**config.mk**
```make
export PLATFORM = sky130hd
export DESIGN_NAME = muldiv32_flat
export DESIGN_NICKNAME = d
export VERILOG_FILES = /design/src/rtl/muldiv32_if.sv /design/src/rtl/muldiv32.sv /design/src/flat_wrapper.sv
export SDC_FILE = /design/constraint.sdc
export NUM_CORES = 1
export LEC_CHECK = 0
export CORE_UTILIZATION = 60
export CTS_BUF_LIST = sky130_fd_sc_hd__clkbuf_8
export CTS_CLUSTER_SIZE = 24
export DETAILED_ROUTE_END_ITERATION = 12
export GPL_ROUTABILITY_DRIVEN = 0
export PLACE_DENSITY = 0.83
export REMOVE_ABC_BUFFERS = 1
export SLEW_MARGIN = 20
export SYNTH_ARGS = -nofsm -noshare
export SYNTH_HDL_FRONTEND = slang
export SYNTH_SLANG_ARGS = --single-unit
export TNS_END_PERCENT = 10
```
**constraint.sdc**
```tcl
create_clock -name clock -period 4.33 [get_ports clock]
set_input_delay 0.6495 -clock clock [delete_from_list [all_inputs] [get_ports clock]]
set_output_delay 0.6495 -clock clock [all_outputs]
set_load 0.05 [all_outputs]
```
**src/rtl/muldiv32_if.sv**
```systemverilog
// muldiv32_if: request/operand/result bundle between decode and the muldiv32 unit.
interface muldiv32_if #(
    parameter int unsigned XLEN = 32
);
    logic            start;
    logic [1:0]      op;
    logic [XLEN-1:0] read_data_1;
    logic [XLEN-1:0] read_data_2;
    logic            mthi;
    logic            mtlo;
    logic            busy;
    logic            done;
    logic            div_by_zero;
    logic [XLEN-1:0] hi;
    logic [XLEN-1:0] lo;

    // Issuing side (decode / testbench)
    modport master (
        output start, op, read_data_1, read_data_2, mthi, mtlo,
        input  busy, done, div_by_zero, hi, lo
    );

    // Execution unit side
    modport slave (
        input  start, op, read_data_1, read_data_2, mthi, mtlo,
        output busy, done, div_by_zero, hi, lo
    );
endinterface

```
**src/rtl/muldiv32.sv**
```systemverilog
// muldiv32: iterative 32-bit mult/multu/div/divu unit with HI/LO registers.
// Operands are latched as magnitudes at start; RUN does one shift-add or
// restoring-divide step per cycle; FIX applies signs and writes HI/LO.
// Optional: define MULDIV_EARLY_ZERO_EN to finish zero-operand ops in 2 edges.
module muldiv32 #(
    parameter int unsigned XLEN = 32,
    parameter int unsigned ITER = 32
) (
    input  logic       clock,
    input  logic       reset,
    muldiv32_if.slave  bus
);
    localparam int unsigned CW = $clog2(ITER);

    typedef enum logic [1:0] {IDLE, RUN, FIX} state_t;

    state_t          state;
    state_t          state_next;
    logic [CW-1:0]   count;
    logic [XLEN-1:0] acc_hi;
    logic [XLEN-1:0] acc_lo;
    logic [XLEN-1:0] opnd;
    logic            is_div;
    logic            res_neg;
    logic            rem_neg;
    logic            dz;
    logic [XLEN-1:0] hi_q;
    logic [XLEN-1:0] lo_q;
    logic            busy_q;
    logic            done_q;
    logic            dbz_q;

    logic            a_neg_c;
    logic            b_neg_c;
    logic [XLEN-1:0] a_abs_c;
    logic [XLEN-1:0] b_abs_c;
    logic            early_c;
    logic [XLEN:0]   mul_sum_c;
    logic [XLEN:0]   div_shift_c;
    logic [XLEN:0]   div_diff_c;
    logic [XLEN-1:0] res_hi_c;
    logic [XLEN-1:0] res_lo_c;

    assign bus.hi          = hi_q;
    assign bus.lo          = lo_q;
    assign bus.busy        = busy_q;
    assign bus.done        = done_q;
    assign bus.div_by_zero = dbz_q;

    // Operand magnitudes; op[0] = 0 selects the signed variants
    assign a_neg_c = ~bus.op[0] & bus.read_data_1[XLEN-1];
    assign b_neg_c = ~bus.op[0] & bus.read_data_2[XLEN-1];
    assign a_abs_c = a_neg_c ? XLEN'(XLEN'(0) - bus.read_data_1) : bus.read_data_1;
    assign b_abs_c = b_neg_c ? XLEN'(XLEN'(0) - bus.read_data_2) : bus.read_data_2;

`ifdef MULDIV_EARLY_ZERO_EN
    // Zero product or zero dividend with a valid divisor: result is known to be 0
    assign early_c = bus.op[1]
                   ? ((bus.read_data_1 == '0) && (bus.read_data_2 != '0))
                   : ((bus.read_data_1 == '0) || (bus.read_data_2 == '0));
`else
    assign early_c = 1'b0;
`endif

    // One shift-add multiply step (LSB of acc_lo is the current multiplier bit)
    assign mul_sum_c   = {1'b0, acc_hi} + (acc_lo[0] ? {1'b0, opnd} : (XLEN+1)'(0));
    // One restoring divide step: shift in next dividend bit, trial-subtract divisor
    assign div_shift_c = {acc_hi, acc_lo[XLEN-1]};
    assign div_diff_c  = div_shift_c - {1'b0, opnd};

    // Sign fix-up of the finished magnitude result
    always_comb begin
        res_hi_c = acc_hi;
        res_lo_c = acc_lo;
        if (is_div) begin
            if (res_neg) res_lo_c = XLEN'(XLEN'(0) - acc_lo);
            if (rem_neg) res_hi_c = XLEN'(XLEN'(0) - acc_hi);
        end else if (res_neg) begin
            {res_hi_c, res_lo_c} = (2*XLEN)'((2*XLEN)'(0) - {acc_hi, acc_lo});
        end
    end

    // State register
    always_ff @(posedge clock) begin
        if (reset) state <= IDLE;
        else       state <= state_next;
    end

    // Next-state logic
    always_comb begin
        state_next = state;
        case (state)
            IDLE: if (bus.start) state_next = early_c ? FIX : RUN;
            RUN:  if (count == CW'(ITER - 1)) state_next = FIX;
            FIX:  state_next = IDLE;
            default: state_next = IDLE;
        endcase
    end

    // Datapath, HI/LO and registered status outputs
    always_ff @(posedge clock) begin
        if (reset) begin
            count   <= '0;
            acc_hi  <= '0;
            acc_lo  <= '0;
            opnd    <= '0;
            is_div  <= 1'b0;
            res_neg <= 1'b0;
            rem_neg <= 1'b0;
            dz      <= 1'b0;
            hi_q    <= '0;
            lo_q    <= '0;
            busy_q  <= 1'b0;
            done_q  <= 1'b0;
            dbz_q   <= 1'b0;
        end else begin
            busy_q <= (state_next != IDLE);
            done_q <= 1'b0;
            dbz_q  <= 1'b0;
            case (state)
                IDLE: begin
                    count <= '0;
                    if (bus.start) begin
                        acc_hi  <= '0;
                        acc_lo  <= early_c ? XLEN'(0) : a_abs_c;
                        opnd    <= b_abs_c;
                        is_div  <= bus.op[1];
                        res_neg <= a_neg_c ^ b_neg_c;
                        rem_neg <= a_neg_c;
                        dz      <= bus.op[1] && (bus.read_data_2 == '0);
                    end else begin
                        if (bus.mthi) hi_q <= bus.read_data_1;
                        if (bus.mtlo) lo_q <= bus.read_data_1;
                    end
                end
                RUN: begin
                    count <= count + CW'(1);
                    if (is_div) begin
                        acc_hi <= div_diff_c[XLEN] ? div_shift_c[XLEN-1:0] : div_diff_c[XLEN-1:0];
                        acc_lo <= {acc_lo[XLEN-2:0], ~div_diff_c[XLEN]};
                    end else begin
                        {acc_hi, acc_lo} <= {mul_sum_c, acc_lo[XLEN-1:1]};
                    end
                end
                FIX: begin
                    count  <= '0;
                    done_q <= 1'b1;
                    if (dz) begin
                        dbz_q <= 1'b1;
                    end else begin
                        hi_q <= res_hi_c;
                        lo_q <= res_lo_c;
                    end
                end
                default: count <= '0;
            endcase
        end
    end
endmodule

```
**src/flat_wrapper.sv**
```systemverilog
// flat-port wrapper written by rule: the top's interface ports become plain ports
module muldiv32_flat 
#(
    parameter int unsigned XLEN = 32,
    parameter int unsigned ITER = 32
)
  (clock, reset, bus_start, bus_op, bus_read_data_1, bus_read_data_2, bus_mthi, bus_mtlo, bus_busy, bus_done, bus_div_by_zero, bus_hi, bus_lo);
  muldiv32_if #(.XLEN(XLEN)) bus_i ();
  input  logic clock;
  input  logic reset;
  input wire logic [$bits(bus_i.start)-1:0] bus_start;
  input wire logic [$bits(bus_i.op)-1:0] bus_op;
  input wire logic [$bits(bus_i.read_data_1)-1:0] bus_read_data_1;
  input wire logic [$bits(bus_i.read_data_2)-1:0] bus_read_data_2;
  input wire logic [$bits(bus_i.mthi)-1:0] bus_mthi;
  input wire logic [$bits(bus_i.mtlo)-1:0] bus_mtlo;
  output wire logic [$bits(bus_i.busy)-1:0] bus_busy;
  output wire logic [$bits(bus_i.done)-1:0] bus_done;
  output wire logic [$bits(bus_i.div_by_zero)-1:0] bus_div_by_zero;
  output wire logic [$bits(bus_i.hi)-1:0] bus_hi;
  output wire logic [$bits(bus_i.lo)-1:0] bus_lo;
  assign bus_i.start = bus_start;
  assign bus_i.op = bus_op;
  assign bus_i.read_data_1 = bus_read_data_1;
  assign bus_i.read_data_2 = bus_read_data_2;
  assign bus_i.mthi = bus_mthi;
  assign bus_i.mtlo = bus_mtlo;
  assign bus_busy = bus_i.busy;
  assign bus_done = bus_i.done;
  assign bus_div_by_zero = bus_i.div_by_zero;
  assign bus_hi = bus_i.hi;
  assign bus_lo = bus_i.lo;
  muldiv32 #(.XLEN(XLEN), .ITER(ITER)) u_core (.clock(clock), .reset(reset), .bus(bus_i));
endmodule
```
======== Word level (Yosys, flattened, before mapping) ========
Index checks and enable logic that the tools add are counted.
W data, S select, Z words.
cells by class
  multiply operators ...................... 0
  eq/ne operators ......................... 8
  div/mod/pow operators ................... 0
  mux-type cells .......................... 29
  bitwise operators ....................... 7
  reduce and logical (&&, ||, !) cells .... 12
  add/sub/neg operators ................... 8
  $lt $le $gt $ge ......................... 0
  shifts and indexed selects .............. 0
operator list
  operator                 count
  $mux W32                 20
  $pmux W32 S2             4
  $sub A1 B32 Y32 const A  4
  $sub A1 B64 Y64 const A  1
  $add A32 B33 Y33         1
  $sub A33 B32 Y33         1
  $logic_not A32 Y1        1
  $ne A2 B2 Y1 const B     5
  $reduce_and A4 Y1        2
  $reduce_bool A2 Y1       3
  $add A5 B1 Y5 const B    1
  $eq A5 B5 Y1 const B     1
  $mux W2                  2
  $not A1 Y1               4
  $pmux W2 S2              1
  $reduce_and A2 Y1        2
  $reduce_or A2 Y1         2
  $and A1 B1 Y1            2
  $eq A2 B1 Y1 const B     1
  $eq A2 B2 Y1 const B     1
  $logic_not A2 Y1         1
  $mux W1                  2
  $logic_and A1 B1 Y1      1
  $xor A1 B1 Y1            1
word-level totals
  output and inout port bits .............. 67
  register bits after elaboration ......... 174
  ROM bits ................................ 0
  memories ................................ 0
  logic and storage cells ................. 78
  bits in latches ......................... 0
  input port bits ......................... 71
  RAM bits ................................ 0

======== Depth between registers and ports, before layout ========
  depth after elaboration ................. 5
  mapped depth ............................ 13
  depth with buffers taken out ............ 13

======== Worst setup path after synthesis ========
Ideal clock, no wire load.
  path kind ............................... reg-to-reg
  start point ............................. register u_core.acc_lo[0]
  end point ............................... register u_core.hi_q[24], in the netlist u_core.bus.hi[24]
  period minus slack after synthesis ...... 3.190 ns
  path buffers ............................ 1
  setup slack ............................. 1.140 ns
  cell stages (with the launch flop) ...... 13
  data arrival time ....................... 3.124 ns
  required time ........................... 4.265 ns
  library setup time ...................... 0.065 ns
  path through ............................ dfxtp_1 -> inv_1 -> clkbuf_1 -> ha_1 -> or3b_2 -> nor4_1 -> nand4b_1 -> o21ai_1 -> a41oi_1 -> xnor2_1 -> a211oi_1 -> a21oi_1 -> nor2_1
on the way
  cells in the longest elaborated chain, start to end .. 5
ends and longest elaborated chain
  item                    RTL line         RTL
  from (decl)             muldiv32.sv:21   logic [XLEN-1:0] acc_lo;
  from (signal assigned)  muldiv32.sv:125  acc_lo <= early_c ? XLEN'(0) : a_abs_c;
  from (signal assigned)  muldiv32.sv:140  acc_lo <= {acc_lo[XLEN-2:0], ~div_diff_c[XLEN]};
  from (signal assigned)  muldiv32.sv:142  {acc_hi, acc_lo} <= {mul_sum_c, acc_lo[XLEN-1:1]};
  $sub A1 B64 Y64         muldiv32.sv:79   {res_hi_c, res_lo_c} = (2*XLEN)'((2*XLEN)'(0) - {acc_hi, acc_lo});
  $mux W32                muldiv32.sv:78   end else if (res_neg) begin
  $mux W32                muldiv32.sv:75   if (is_div) begin
  $mux W32                muldiv32.sv:148  if (dz) begin
  $pmux W32 S2            muldiv32.sv:120  case (state)
  to (signal assigned)    muldiv32.sv:132  if (bus.mthi) hi_q <= bus.read_data_1;
  to (signal assigned)    muldiv32.sv:151  hi_q <= res_hi_c;
  to (decl)               muldiv32.sv:27   logic [XLEN-1:0] hi_q;
No other way between the ends. The select of a mux whose other input is x is not followed.
A chain may end at the register's enable or synchronous reset.

======== Worst setup path in the final report ========
  start point ............................. register u_core.acc_lo[7]
  end point ............................... register u_core.lo_q[31], in the netlist u_core.bus.lo[31]
on the way
  cells in the longest elaborated chain, start to end .. 5
  elaborated cells between the ends (all ways) .. 7
  classes of those cells .................. add/sub (2); mux (5)
ends and longest elaborated chain
  item                                                RTL line                        RTL
  $sub A1 B64 Y64 or $sub A1 B32 Y32 (tied branches)  muldiv32.sv:79, muldiv32.sv:76
  $mux W32 (on tied branches)                         muldiv32.sv:78, muldiv32.sv:76
  $mux W32 (*)                                        muldiv32.sv:75
  $mux W32 (*)                                        muldiv32.sv:148
  $pmux W32 S2 (*)                                    muldiv32.sv:120
  to (signal assigned)                                muldiv32.sv:133                 if (bus.mtlo) lo_q <= bus.read_data_1;
  to (signal assigned)                                muldiv32.sv:152                 lo_q <= res_lo_c;
  to (decl)                                           muldiv32.sv:28                  logic [XLEN-1:0] lo_q;
Mark *: on every way between the ends. The rest lies on a longest branch, timed or not. The select of a mux whose other input is x is not followed.

==> flow_metrics.env <==
export IMPL_place_area_mm2=0.0154
export IMPL_finalSetupViolCount=0
export IMPL_synth_compound_area_share_pct=27.6
export IMPL_design_core_area_mm2=0.0226
export IMPL_drt_iter0_drc=1401
export IMPL_drc=0
export IMPL_synth_xor_area_share_pct=10.7
export IMPL_clk_latency_ns=0.49
export IMPL_ys_seq_area_share_pct=25.3
export IMPL_start_kind="register"
export IMPL_wl_met2_mm=18.4
export IMPL_crit_fanout=8
export IMPL_status="complete, no violations"
export IMPL_r2r_slack_ns=0.48
export IMPL_io_pins=138
export IMPL_place_ws_ns=0.589
export IMPL_critPathKind="reg2reg"
export IMPL_synth_mux_area_share_pct=3.71
export IMPL_totalWireLength_mm=41.4
export IMPL_via_count=14600
export IMPL_topRoutingLayerUsed="met4"
export IMPL_wl_per_cell_um=18.4
export IMPL_grt_max_degree=57
export IMPL_std_cell_rows=55
export IMPL_grt_setup_unrepaired="no"
export IMPL_viasPerCell=6.49
export IMPL_htree_levels=4
export IMPL_cts_root_buf="clkbuf_8"
export IMPL_clock_fmax_mhz=260
export IMPL_r2r_end="u_core.bus.lo[31]$_SDFFE_PP0P_"
export IMPL_cp_end_kind="register"
export IMPL_layout_min_cycle_time_ns=3.85
export IMPL_fin_skew_ns=0.0174
export IMPL_cap_violations=0
export IMPL_final_nets=2094
export IMPL_slew_violations=0
export IMPL_hold_worst_slack_ns=0.458
export IMPL_antenna_left=0
export IMPL_cts_sinks=174
export IMPL_syn_instance_count=1870
export IMPL_finalCritPeriodShare_pct=88.9
export IMPL_maxSlewHeadroom_pct=34.1
export IMPL_dp_hpwl_mm=30.7
export IMPL_grt_first_pass_wirelength_mm=66.7
export IMPL_dr_wl_met3_mm=3.92
export IMPL_hp_start="u_core.bus.lo[20]$_SDFFE_PP0P_"
export IMPL_grt_pass1_vias=13200
export IMPL_powerDensity_mw_per_mm2=273
export IMPL_port_buffers=137
export IMPL_required_ns=4.75
export IMPL_fin_cells=2247
export IMPL_worst_slew_pin_slew_ns=0.989
export IMPL_post_cts_resize_count=0
export IMPL_hold_depth=2
export IMPL_die_w_um=154
export IMPL_die_area_mm2=0.0236
export IMPL_clk_pin_slew_ns=0.10
export IMPL_hold_viol=0
export IMPL_design_area_mm2=0.0158
export IMPL_initial_core_util_pct=61.1
export IMPL_p_total_mw=4.32
export IMPL_worst_hold_path_endpoint="u_core.bus.lo[20]$_SDFFE_PP0P_"
export IMPL_fin_util_pct=70.1
export IMPL_synth_area_mm2=0.0138
export IMPL_track_usage_pct=34.6
export IMPL_yosysWarnings=0
export IMPL_postCtsHoldBufs=0
export IMPL_tritoncts="built"
export IMPL_hold_class="reg2reg"
export IMPL_ir_worst_vdd_uv=146
export IMPL_ys_flop_type="dfxtp_1"
export IMPL_cp_arrival_ns=4.27
export IMPL_grt_overflow=0
export IMPL_yosys_area_share_adder_pct=6.64
export IMPL_place_inst=2217
export IMPL_p_leak_nw=6.15
export IMPL_rr_worst_depth=9
export IMPL_setup_ws_ns=0.481
export IMPL_antenna_found_initial=0
export IMPL_yosys_cell_types_count=64
export IMPL_drive_gt1_share_pct=4.64
export IMPL_r2r_start="u_core.acc_lo[7]$_SDFFE_PP0P_"
export IMPL_yosys_area_share_simple_pct=21.3
export IMPL_first_pass_iters=6
export IMPL_synth_avg_cell_area_um2=7.37
export IMPL_synth_edf_count=0
export IMPL_insertedDiodeCount=0
export IMPL_syn_to_final_growth_pct=14.8
export IMPL_ys_ff_latch=174
export IMPL_synth_async_reset_ratio_pct=0
export IMPL_dieHeight_um=154
export IMPL_cts_buffer_depth=2
export IMPL_tns_ns=0
export IMPL_wl_met1_mm=17.6
export IMPL_cts_buffers_inserted=17
export IMPL_synth_top_family_by_area="compound AO/OA/AOI/OAI gates"
export IMPL_postCtsSetupRepairBufs=0
metal layers:
layer,GRT usage (%),up-vias
met3,5.41,107
met4,14.8,0
li1,-,6951
met5,0,-
met2,55.1,795
met1,46.4,6737
Yosys cell counts, types with 50 or more instances:
| master | n | area (µm²) |
|---|---|---|
| a211oi_1 | 72 | 541 |
| a21oi_1 | 184 | 921 |
| clkbuf_1 | 99 | 372 |
| dfxtp_1 | 174 | 3480 |
| ha_1 | 70 | 876 |
| inv_1 | 62 | 233 |
| mux2i_1 | 50 | 500 |
| nand2_1 | 194 | 728 |
| nor2_1 | 214 | 803 |
| o21ai_0 | 114 | 571 |
| xnor2_1 | 85 | 744 |
| xor2_1 | 83 | 727 |
layout by cell type (no fill, tap or decap), types with 7 or more instances in the layout:
| master | synthesis | routed |
|---|---|---|
| nor3_1 | 42 | 42 |
| or2_2 | 8 | 8 |
| nand4_1 | 9 | 9 |
| buf_4 | 0 | 40 |
| a31oi_1 | 23 | 23 |
| and2_1 | 13 | 12 |
| clkdlybuf4s50_1 | 0 | 136 |
| and3_1 | 13 | 13 |
| a22oi_1 | 15 | 15 |
| o31ai_1 | 26 | 26 |
| clkbuf_8 | 0 | 18 |
| dfxtp_1 | 174 | 173 |
| xor2_1 | 83 | 83 |
| mux2i_1 | 50 | 50 |
| a211oi_1 | 72 | 72 |
| nor4_1 | 16 | 16 |
| a311oi_1 | 23 | 23 |
| or3_1 | 26 | 26 |
| o221ai_1 | 9 | 9 |
| nand3_1 | 23 | 22 |
| o41ai_1 | 15 | 15 |
| xnor2_1 | 85 | 85 |
| ha_1 | 70 | 70 |
| nand2b_1 | 13 | 13 |
| o211ai_1 | 29 | 29 |
| nor2_1 | 214 | 212 |
| nor2b_1 | 23 | 21 |
| o21a_1 | 7 | 7 |
| a21oi_1 | 184 | 184 |
| o21ai_0 | 114 | 114 |
| inv_1 | 62 | 62 |
| a21o_1 | 33 | 33 |
| or4_1 | 18 | 18 |
| nand2_1 | 194 | 194 |
| o21bai_1 | 7 | 7 |
sequential cells by signal, indices dropped and copies added, names as in the netlist:
name                    count
u_core.count                5
u_core.acc_lo              32
u_core.bus.div_by_zero      1
u_core.state                2
u_core.acc_hi              32
u_core.bus.lo              32
u_core.is_div               1
u_core.opnd                32
u_core.rem_neg              1
u_core.bus.done             1
u_core.bus.busy             1
u_core.bus.hi              32
u_core.res_neg              1
u_core.dz                   1
power breakdown:
| group | switching [mW] | leakage, nW | total, mW | internal, mW |
|---|---|---|---|---|
| clock | 0.636 | 0.190 | 1.22 | 0.585 |
| combinational | 0.789 | 4.54 | 1.30 | 0.514 |
| sequential | 0.105 | 1.42 | 1.80 | 1.69 |
final cells by class:
type / count / area (µm²)
Multi-Input combinational cell: 1519 / 9660
Fill cell: 1924 / 6750
Sequential cell: 174 / 3480
Timing Repair Buffer: 177 / 1680
Tap cell: 285 / 357
Clock buffer: 18 / 248
Inverter: 62 / 233
Clock inverter: 12 / 163
kinds of logic (layout without fill, tap and decap cells):
logic type,count (synthesis),count (layout)
xor gates and xnor gates,168,168
muxes,51,51
DFF,174,174
buffers and inverters,177,269
AOI/OAI and AO/OA,595,595
adders and majority gates,72,72
and+or+nand+nor,633,633
worst max-delay path, stage by stage, from the launching register on:
cell	delay [ns]
dfxtp_1	0.40
or4_1	0.62
nor4_1	0.63
nand2_1	0.29
or3_1	0.56
o31ai_1	0.54
xnor2_1	0.24
a211oi_1	0.34
a21oi_1	0.08
nor2_1	0.08
worst max-delay path by stage:
stage                                     end  slack, ns  depth (start not counted)                           start
3_3_place_gp   u_core.acc_lo[30]$_SDFFE_PP0P_       0.59                         10             bus_read_data_1[11]
2_1_floorplan  u_core.acc_hi[27]$_SDFFE_PP0P_       0.38                         12  u_core.acc_lo[31]$_SDFFE_PP0P_
6_report       u_core.bus.lo[31]$_SDFFE_PP0P_       0.48                          9   u_core.acc_lo[7]$_SDFFE_PP0P_
4_1_cts        u_core.bus.lo[31]$_SDFFE_PP0P_       0.62                          9   u_core.acc_lo[7]$_SDFFE_PP0P_
5_1_grt        u_core.acc_hi[28]$_SDFFE_PP0P_       0.42                         13   u_core.acc_lo[0]$_SDFFE_PP0P_
3_5_place_dp   u_core.acc_lo[30]$_SDFFE_PP0P_       0.59                         10             bus_read_data_1[11]
Power figures use the tool's default switching activity.
